===== config.mk =====
export PLATFORM = sky130hd
export DESIGN_NAME = riscv_cache_flush_flat
export DESIGN_NICKNAME = d
export VERILOG_FILES = /design/src/rtl/riscv_cache_flush_if.sv /design/src/rtl/riscv_cache_flush.sv /design/src/flat_wrapper.sv
export SDC_FILE = /design/constraint.sdc
export NUM_CORES = 1
export LEC_CHECK = 0
export ABC_CLOCK_PERIOD_IN_PS = 8600
export CORE_MARGIN = 2
export CORE_UTILIZATION = 24
export CTS_BUF_LIST = sky130_fd_sc_hd__clkbuf_8
export CTS_CLUSTER_DIAMETER = 100
export DETAILED_ROUTE_END_ITERATION = 10
export PLACE_DENSITY = 0.58
export SYNTH_ARGS = -nofsm -noshare
export SYNTH_HDL_FRONTEND = slang
export SYNTH_SLANG_ARGS = --single-unit

===== constraint.sdc =====
create_clock -name clk -period 8.6 [get_ports clk]
set_clock_uncertainty 0.2 [all_clocks]
set_input_delay 0.86 -clock clk [delete_from_list [all_inputs] [get_ports clk]]
set_output_delay 0.86 -clock clk [all_outputs]
set_load 0.05 [all_outputs]

===== src/rtl/riscv_cache_flush_if.sv =====
// AXI-Lite write-only bus (AW, W, B channels) between riscv_cache_flush and the interconnect.
interface riscv_cache_flush_if #(
    parameter int unsigned ADDR_WIDTH = 64,
    parameter int unsigned DATA_WIDTH = 64
);
    logic                    awvalid;
    logic                    awready;
    logic [ADDR_WIDTH-1:0]   awaddr;
    logic                    wvalid;
    logic                    wready;
    logic [DATA_WIDTH-1:0]   wdata;
    logic [DATA_WIDTH/8-1:0] wstrb;
    logic                    bvalid;
    logic                    bready;
    logic [1:0]              bresp;

    modport master (
        output awvalid, awaddr, wvalid, wdata, wstrb, bready,
        input  awready, wready, bvalid, bresp
    );

    modport slave (
        input  awvalid, awaddr, wvalid, wdata, wstrb, bready,
        output awready, wready, bvalid, bresp
    );
endinterface


===== src/rtl/riscv_cache_flush.sv =====
// Cache write-back engine: reads a range of cache entries and writes each one to memory as a
// single-beat AXI-Lite write. Define RISCV_CACHE_FLUSH_ABORT_ON_ERR_EN to stop on a bad bresp.
module riscv_cache_flush #(
    parameter int unsigned ADDR_WIDTH  = 64,
    parameter int unsigned DATA_WIDTH  = 64,
    parameter int unsigned INDEX_WIDTH = 8
) (
    input  logic                   clk,
    input  logic                   reset,
    input  logic                   i_start,
    input  logic [INDEX_WIDTH-1:0] i_first_idx,
    input  logic [INDEX_WIDTH:0]   i_count,
    input  logic [ADDR_WIDTH-1:0]  i_base_addr,
    output logic                   o_cache_read,
    output logic [ADDR_WIDTH-1:0]  o_cache_rd_addr,
    input  logic [DATA_WIDTH-1:0]  i_cache_data,
    riscv_cache_flush_if.master    axi,
    output logic                   o_busy,
    output logic                   o_done,
    output logic                   o_error
);
    localparam int unsigned BytesPerEntry = DATA_WIDTH / 8;

    typedef enum logic [2:0] {StIdle, StRd, StCap, StXfer, StResp, StDone} state_e;

    state_e                 state_q, state_d;
    logic [INDEX_WIDTH-1:0] idx_q, idx_d;
    logic [INDEX_WIDTH:0]   rem_q, rem_d;
    logic [ADDR_WIDTH-1:0]  base_q, base_d;
    logic [ADDR_WIDTH-1:0]  awaddr_q, awaddr_d;
    logic [DATA_WIDTH-1:0]  wdata_q, wdata_d;
    logic                   awvalid_q, awvalid_d;
    logic                   wvalid_q, wvalid_d;
    logic                   error_q, error_d;
    logic                   aw_hs, w_hs, bad_resp;

    assign aw_hs    = awvalid_q & axi.awready;
    assign w_hs     = wvalid_q & axi.wready;
    assign bad_resp = axi.bresp != 2'b00;

    always_ff @(posedge clk or posedge reset) begin
        if (reset) begin
            state_q   <= StIdle;
            idx_q     <= '0;
            rem_q     <= '0;
            base_q    <= '0;
            awaddr_q  <= '0;
            wdata_q   <= '0;
            awvalid_q <= 1'b0;
            wvalid_q  <= 1'b0;
            error_q   <= 1'b0;
        end else begin
            state_q   <= state_d;
            idx_q     <= idx_d;
            rem_q     <= rem_d;
            base_q    <= base_d;
            awaddr_q  <= awaddr_d;
            wdata_q   <= wdata_d;
            awvalid_q <= awvalid_d;
            wvalid_q  <= wvalid_d;
            error_q   <= error_d;
        end
    end

    always_comb begin
        state_d      = state_q;
        idx_d        = idx_q;
        rem_d        = rem_q;
        base_d       = base_q;
        awaddr_d     = awaddr_q;
        wdata_d      = wdata_q;
        awvalid_d    = awvalid_q;
        wvalid_d     = wvalid_q;
        error_d      = error_q;
        o_cache_read = 1'b0;
        axi.bready   = 1'b0;
        o_done       = 1'b0;

        unique case (state_q)
            StIdle: begin
                if (i_start) begin
                    idx_d   = i_first_idx;
                    rem_d   = i_count;
                    base_d  = i_base_addr;
                    error_d = 1'b0;
                    state_d = (i_count == '0) ? StDone : StRd;
                end
            end
            StRd: begin
                o_cache_read = 1'b1;
                state_d      = StCap;
            end
            StCap: begin
                // Cache data arrives one cycle after the read strobe.
                wdata_d   = i_cache_data;
                awaddr_d  = base_q + ADDR_WIDTH'(idx_q) * ADDR_WIDTH'(BytesPerEntry);
                awvalid_d = 1'b1;
                wvalid_d  = 1'b1;
                state_d   = StXfer;
            end
            StXfer: begin
                if (aw_hs) awvalid_d = 1'b0;
                if (w_hs) wvalid_d = 1'b0;
                if ((aw_hs || !awvalid_q) && (w_hs || !wvalid_q)) state_d = StResp;
            end
            StResp: begin
                axi.bready = 1'b1;
                if (axi.bvalid) begin
                    if (bad_resp) error_d = 1'b1;
                    idx_d   = idx_q + 1'b1;
                    rem_d   = rem_q - 1'b1;
                    state_d = (rem_q == 1) ? StDone : StRd;
`ifdef RISCV_CACHE_FLUSH_ABORT_ON_ERR_EN
                    if (bad_resp) state_d = StDone;
`endif
                end
            end
            StDone: begin
                o_done  = 1'b1;
                state_d = StIdle;
            end
            default: state_d = StIdle;
        endcase
    end

    assign o_cache_rd_addr = ADDR_WIDTH'(idx_q);
    assign axi.awvalid     = awvalid_q;
    assign axi.awaddr      = awaddr_q;
    assign axi.wvalid      = wvalid_q;
    assign axi.wdata       = wdata_q;
    assign axi.wstrb       = '1;
    assign o_busy          = (state_q != StIdle) && (state_q != StDone);
    assign o_error         = error_q;
endmodule


===== src/flat_wrapper.sv =====
// flat-port wrapper written by rule: the top's interface ports become plain ports
module riscv_cache_flush_flat 
#(
    parameter int unsigned ADDR_WIDTH  = 64,
    parameter int unsigned DATA_WIDTH  = 64,
    parameter int unsigned INDEX_WIDTH = 8
)
  (clk, reset, i_start, i_first_idx, i_count, i_base_addr, o_cache_read, o_cache_rd_addr, i_cache_data, o_busy, o_done, o_error, axi_awvalid, axi_awaddr, axi_wvalid, axi_wdata, axi_wstrb, axi_bready, axi_awready, axi_wready, axi_bvalid, axi_bresp);
  riscv_cache_flush_if #(.ADDR_WIDTH(ADDR_WIDTH), .DATA_WIDTH(DATA_WIDTH)) axi_i ();
  input  logic clk;
  input  logic reset;
  input  logic i_start;
  input  logic [INDEX_WIDTH-1:0] i_first_idx;
  input  logic [INDEX_WIDTH:0] i_count;
  input  logic [ADDR_WIDTH-1:0] i_base_addr;
  output logic o_cache_read;
  output logic [ADDR_WIDTH-1:0] o_cache_rd_addr;
  input  logic [DATA_WIDTH-1:0] i_cache_data;
  output logic o_busy;
  output logic o_done;
  output logic o_error;
  output wire logic [$bits(axi_i.awvalid)-1:0] axi_awvalid;
  output wire logic [$bits(axi_i.awaddr)-1:0] axi_awaddr;
  output wire logic [$bits(axi_i.wvalid)-1:0] axi_wvalid;
  output wire logic [$bits(axi_i.wdata)-1:0] axi_wdata;
  output wire logic [$bits(axi_i.wstrb)-1:0] axi_wstrb;
  output wire logic [$bits(axi_i.bready)-1:0] axi_bready;
  input wire logic [$bits(axi_i.awready)-1:0] axi_awready;
  input wire logic [$bits(axi_i.wready)-1:0] axi_wready;
  input wire logic [$bits(axi_i.bvalid)-1:0] axi_bvalid;
  input wire logic [$bits(axi_i.bresp)-1:0] axi_bresp;
  assign axi_awvalid = axi_i.awvalid;
  assign axi_awaddr = axi_i.awaddr;
  assign axi_wvalid = axi_i.wvalid;
  assign axi_wdata = axi_i.wdata;
  assign axi_wstrb = axi_i.wstrb;
  assign axi_bready = axi_i.bready;
  assign axi_i.awready = axi_awready;
  assign axi_i.wready = axi_wready;
  assign axi_i.bvalid = axi_bvalid;
  assign axi_i.bresp = axi_bresp;
  riscv_cache_flush #(.ADDR_WIDTH(ADDR_WIDTH), .DATA_WIDTH(DATA_WIDTH), .INDEX_WIDTH(INDEX_WIDTH)) u_core (.clk(clk), .reset(reset), .i_start(i_start), .i_first_idx(i_first_idx), .i_count(i_count), .i_base_addr(i_base_addr), .o_cache_read(o_cache_read), .o_cache_rd_addr(o_cache_rd_addr), .i_cache_data(i_cache_data), .axi(axi_i), .o_busy(o_busy), .o_done(o_done), .o_error(o_error));
endmodule

# After elaboration in Yosys (flattened, before gate mapping)
# Cells that the tools add are included.
# W data, S select, Z words.
[totals]
elab_cells = 68
output_inout_bits = 207
reg_bits = 215
[classes]
add_sub_neg = 3
mux = 23
n_reduce_logical = 18
n_eq_ne = 13
n_bitwise = 2
[op_table]
columns = ["cell", "n"]
rows = [
  ["$add A64 B11 Y64", 1],
  ["$mux W9", 2],
  ["$pmux W9 S2", 1],
  ["$mux W8", 2],
  ["$pmux W8 S2", 1],
  ["$mux W3", 5],
  ["$pmux W3 S5", 1],
  ["$eq A9 B1 Y1 const B", 1],
  ["$logic_not A9 Y1", 1],
  ["$sub A9 B1 Y9 const B", 1],
  ["$add A8 B1 Y8 const B", 1],
  ["$mux W1", 8],
  ["$ne A2 B1 Y1 const B", 4],
  ["$eq A3 B2 Y1 const B", 2],
  ["$eq A3 B3 Y1 const B", 2],
  ["$pmux W1 S2", 3],
  ["$reduce_and A2 Y1", 3],
  ["$reduce_and A3 Y1", 2],
  ["$reduce_bool A2 Y1", 3],
  ["$ne A2 B2 Y1 const B", 2],
  ["$reduce_and A4 Y1", 1],
  ["$eq A3 B1 Y1 const B", 1],
  ["$logic_not A3 Y1", 1],
  ["$ne A3 B3 Y1 const B", 1],
  ["5 further kinds", 9],
]

# Longest topological paths before layout
[logic_depth]
ltp_word = 5
mapped_depth = 10

# Worst setup path before layout
# OpenSTA, ideal clock, no wires.
[synth_path]
path_kind = "reg-to-output"
from = "reg u_core.state_q[2]"
to = "out o_done"
setup_slack_ns = 5.667
path_stages_with_launch = 4
required_time_ns = 7.540
n_path_buf = 1
arrival_ns = 1.873
cell_sequence = "dfrtp_1 clkbuf_1 inv_1 nor3b_1"
[synth_between]
elab_chain_cells = 2
[synth_rtl]
columns = ["element", "line_no", "source"]
rows = [
  ["start: declaration", "riscv_cache_flush.sv:26", "state_e state_q, state_d;"],
  ["start signal: assignment", "riscv_cache_flush.sv:43", "state_q <= StIdle;"],
  ["start signal: assignment", "riscv_cache_flush.sv:53", "state_q <= state_d;"],
  ["$eq A3 B3 Y1", "riscv_cache_flush.sv:79", "unique case (state_q)"],
  ["$mux W1", "riscv_cache_flush.sv:79", ""],
  ["end: declaration", "flat_wrapper.sv:20", "output logic o_done;"],
]
# No other way between the ends.

# Final worst setup path
[layout_path]
from = "reg u_core.state_q[0]"
to = "out axi_bready"
[layout_between]
elab_chain_cells = 2
[layout_rtl]
columns = ["element", "line_no", "source"]
rows = [
  ["$eq A3 B3 Y1", "riscv_cache_flush.sv:79", ""],
  ["$mux W1", "riscv_cache_flush.sv:79", ""],
  ["end: declaration", "flat_wrapper.sv:27", "output wire logic [$bits(axi_i.bready)-1:0] axi_bready;"],
]
# No other way between the ends.

==> summary.txt <==
Outcome
  – Status: completed

Timing
  – Hold Slack: ~0.26 ns
  – Final Setup Violations: 0
  – Final Worst Setup Slack: 3.901 ns
  – Slew headroom: about a third
  – Fin crit share: 54.63%
  – Min Tclk post-route: 4.699 ns
  – RSZ-0062 raised after global routing: false
  – Final-report max-slew violation count: 0
  – Fmax: 0.2128 GHz
  – Final Hold Fails: 0
  – Worst Tran Pin Value: 0.9913 ns
  – TNS Setup: 0 ns

Setup path
  – Crit Reg-Reg Startpoint: u_core.state_q[0]$_DFFE_PP0P_
  – RR Endpoint: u_core.rem_q[6]$_DFFE_PP0P_
  – Worst Path Max Fanout: 27
  – Critical path data arrival time: 3.64 ns
  – CP Launch Type: register
  – R2R depth: 7
  – Reg2reg setup slack: 5.30 ns
  – CP required: 7.54 ns
  – CP Class: reg2out
  – Endpoint class of the critical path: primary output

Synthesis
  – EDFF count, synth: 0
  – Synth warn: 0
  – Sequential area share after synthesis: between 50 and 60%
  – Syn Inst Count: 1,084
  – Register bit total from synthesis: 215
  – Main synth FF type: dfrtp_1
  – Top cells by area, synth: dfrtp_1 (52%), nand2_1 (11%), mux2_2 (6.5%), buf_4 (4.7%), o21ai_0 (3.4%)
  – Synth area leader: dfrtp_1
  – Post-synthesis cell type count: 57
  – Synth async-reset ratio: 100.0%
  – Syn Area/Cell: 9.626 µm²
  – Synthesized cell area: 10,440 µm²
  – Synth top area share: 51.56%

Routing
  – Residual DRC: 0
  – Post-route ant nets: 0
  – Drt pass-1 iters: 4
  – DRT iter0 DRCs: around 400
  – Avg Vias per Cell: between 4 and 5
  – Drt total wl: ~30,000 µm
  – Vias post-DR: 8,372
  – Post-DR wirelength/cell: 15.15 µm

Placement
  – Dpl hpwl: 21,410 µm
  – Placed insts: 1,917
  – RePlAce Congestion: 0.8238
  – Placed cell area: 13,680 µm²
  – Setup WS pre-CTS: 4.494 ns
  – IO buf count: 295

Worst hold path
  – Worst min path class: reg2reg
  – Worst Hold End: u_core.axi.awaddr[1]$_DFFE_PP0P_
  – Hold path depth: 2
  – Hold_sp: u_core.base_q[1]$_DFFE_PP0P_

Final layout
  – Nets: 1,539
  – Commonest non-fill, non-tap cell in the layout: nand2_1
  – Syn-to-layout area delta: 38.90%
  – Layout cells sized above 1: 10.79%
  – Fin cells: 1,986
  – Final Core Density: 33.72%
  – Design area: 14,490 µm²
  – Commonest non-fill, non-tap cells in the layout: nand2_1 (308), clkdlybuf4s50_1 (295), dfrtp_1 (215)
  – Fill cells: 4,453

CTS
  – Clock Path Buffers: 3
  – TritonCTS buffer count: 40
  – Postcts setup bufs: 0
  – Clk_lat worst skew: roughly 0.58 ns
  – H-tree depth: 2
  – Root Buffer: clkbuf_8
  – Worst-path clk slew: 0.06 ns
  – Resize count post-CTS: 0
  – Total clock sinks: around 220
  – TritonCTS clock tree: built
  – Cts hold-fix bufs: 0

Floorplan
  – Die X: 212.5 µm
  – Starting Density: around a quarter
  – Die area: 45,160 µm²
  – Row cnt: 76
  – IO Pins: 360
  – Die Y-Extent: 212.5 µm
  – Core ar.: about 43,000 µm²

Global routing
  – Largest net degree at the start of global routing: just under 100
  – All-Layer GR Usage: 13.05%
  – Initial antenna violation count: 5
  – Met3 usage: between 4 and 5%
  – M1 GR Usage: 15.09%
  – Busiest layer in global routing: met2
  – Vias in the first global route: around 8,300
  – Global-route wire length before repair: 45,560 µm
  – Global route overflow: 0
  – GR Util met2: 21.70%

Power and ir drop
  – Pwr dens: 435.2 nW/µm²
  – Tot Pwr: 6.307 mW
  – Leakage: 6.242 nW
  – Peak supply drop: 0.2183 mV

Job
  – Maxcap violations: 0
[routing by layer]
metal,vias up,wire length (µm),part of all wire [%]
met5,-,42,0.14
met4,6,1207,4.0
met3,75,2515,8.4
met2,285,14160,47
met1,3920,12160,40
li1,4086,-,-
[critical path, cell delays in order (launching register included)]
cell and delay, ns:
dfrtp_1 0.50, nor2_1 0.38, nand2_1 0.59, inv_1 0.68, clkdlybuf4s50_1 0.92
[flip-flops by register name, summed over array words and instances, names as in the netlist]
| signal | cells |
|---|---|
| u_core.axi.awaddr | 64 |
| u_core.axi.wdata | 64 |
| u_core.base_q | 64 |
| u_core.rem_q | 9 |
| u_core.idx_q | 8 |
| u_core.state_q | 3 |
| u_core.axi.awvalid | 1 |
| u_core.axi.wvalid | 1 |
| u_core.o_error | 1 |
[layout make-up]
cell class                      instances  area (µm²)  share of cell area [%]
Antenna cell                            2       5.005                 0.03453
Clock buffer                           52       715.7                   4.938
Clock inverter                         15       93.84                  0.6474
Inverter                               19       78.83                  0.5439
Multi-Input combinational cell        795        4476                   30.88
Sequential cell                       215        5380                   37.12
Tap cell                              585       732.0                   5.050
Timing Repair Buffer                  303        3013                   20.79
[report_power, final]
part           total, mW  switching (mW)  internal, mW
Sequential          1.92           0.399          1.52
Clock               1.01           0.442         0.568
Combinational       3.38            2.21          1.17
[how the worst max path moves through the flow]
stage                                  start                          endpoint  slack [ns]  cells after the start
2_1_floorplan                          reset  u_core.axi.awaddr[0]$_DFFE_PP0P_        1.66                      1
3_3_place_gp   u_core.state_q[0]$_DFFE_PP0P_                        axi_bready        4.60                      4
3_5_place_dp   u_core.state_q[0]$_DFFE_PP0P_                        axi_bready        4.49                      4
4_1_cts        u_core.state_q[0]$_DFFE_PP0P_                        axi_bready        3.86                      4
5_1_grt        u_core.state_q[0]$_DFFE_PP0P_                        axi_bready        3.57                      4
6_report       u_core.state_q[0]$_DFFE_PP0P_                        axi_bready        3.90                      4
[cells in the mapped netlist (all sizes together), types with 10 or more instances]
cell type and count:
o21ai 89, and3 14, clkbuf 34, inv 19, nand2 309, ha 11
nor2 32, a21oi 23, mux2 60, nor4 10, xor2 26, xnor2 34
buf 79, nor3 21, nand4 24, nand3 25, dfrtp 215
[cell families after synthesis]
kind of cell | count (synthesis) | synth area share (%)
simple gates | 459 | 19.47
flops | 215 | 51.56
compound gates | 139 | 7.806
buf+inv | 136 | 7.974
mux | 61 | 6.571
xor+xnor | 60 | 5.036
fa+ha+maj | 12 | 1.511
other cells | 2 | 0.07197
Note: power is estimated with default switching activity, not from simulation.
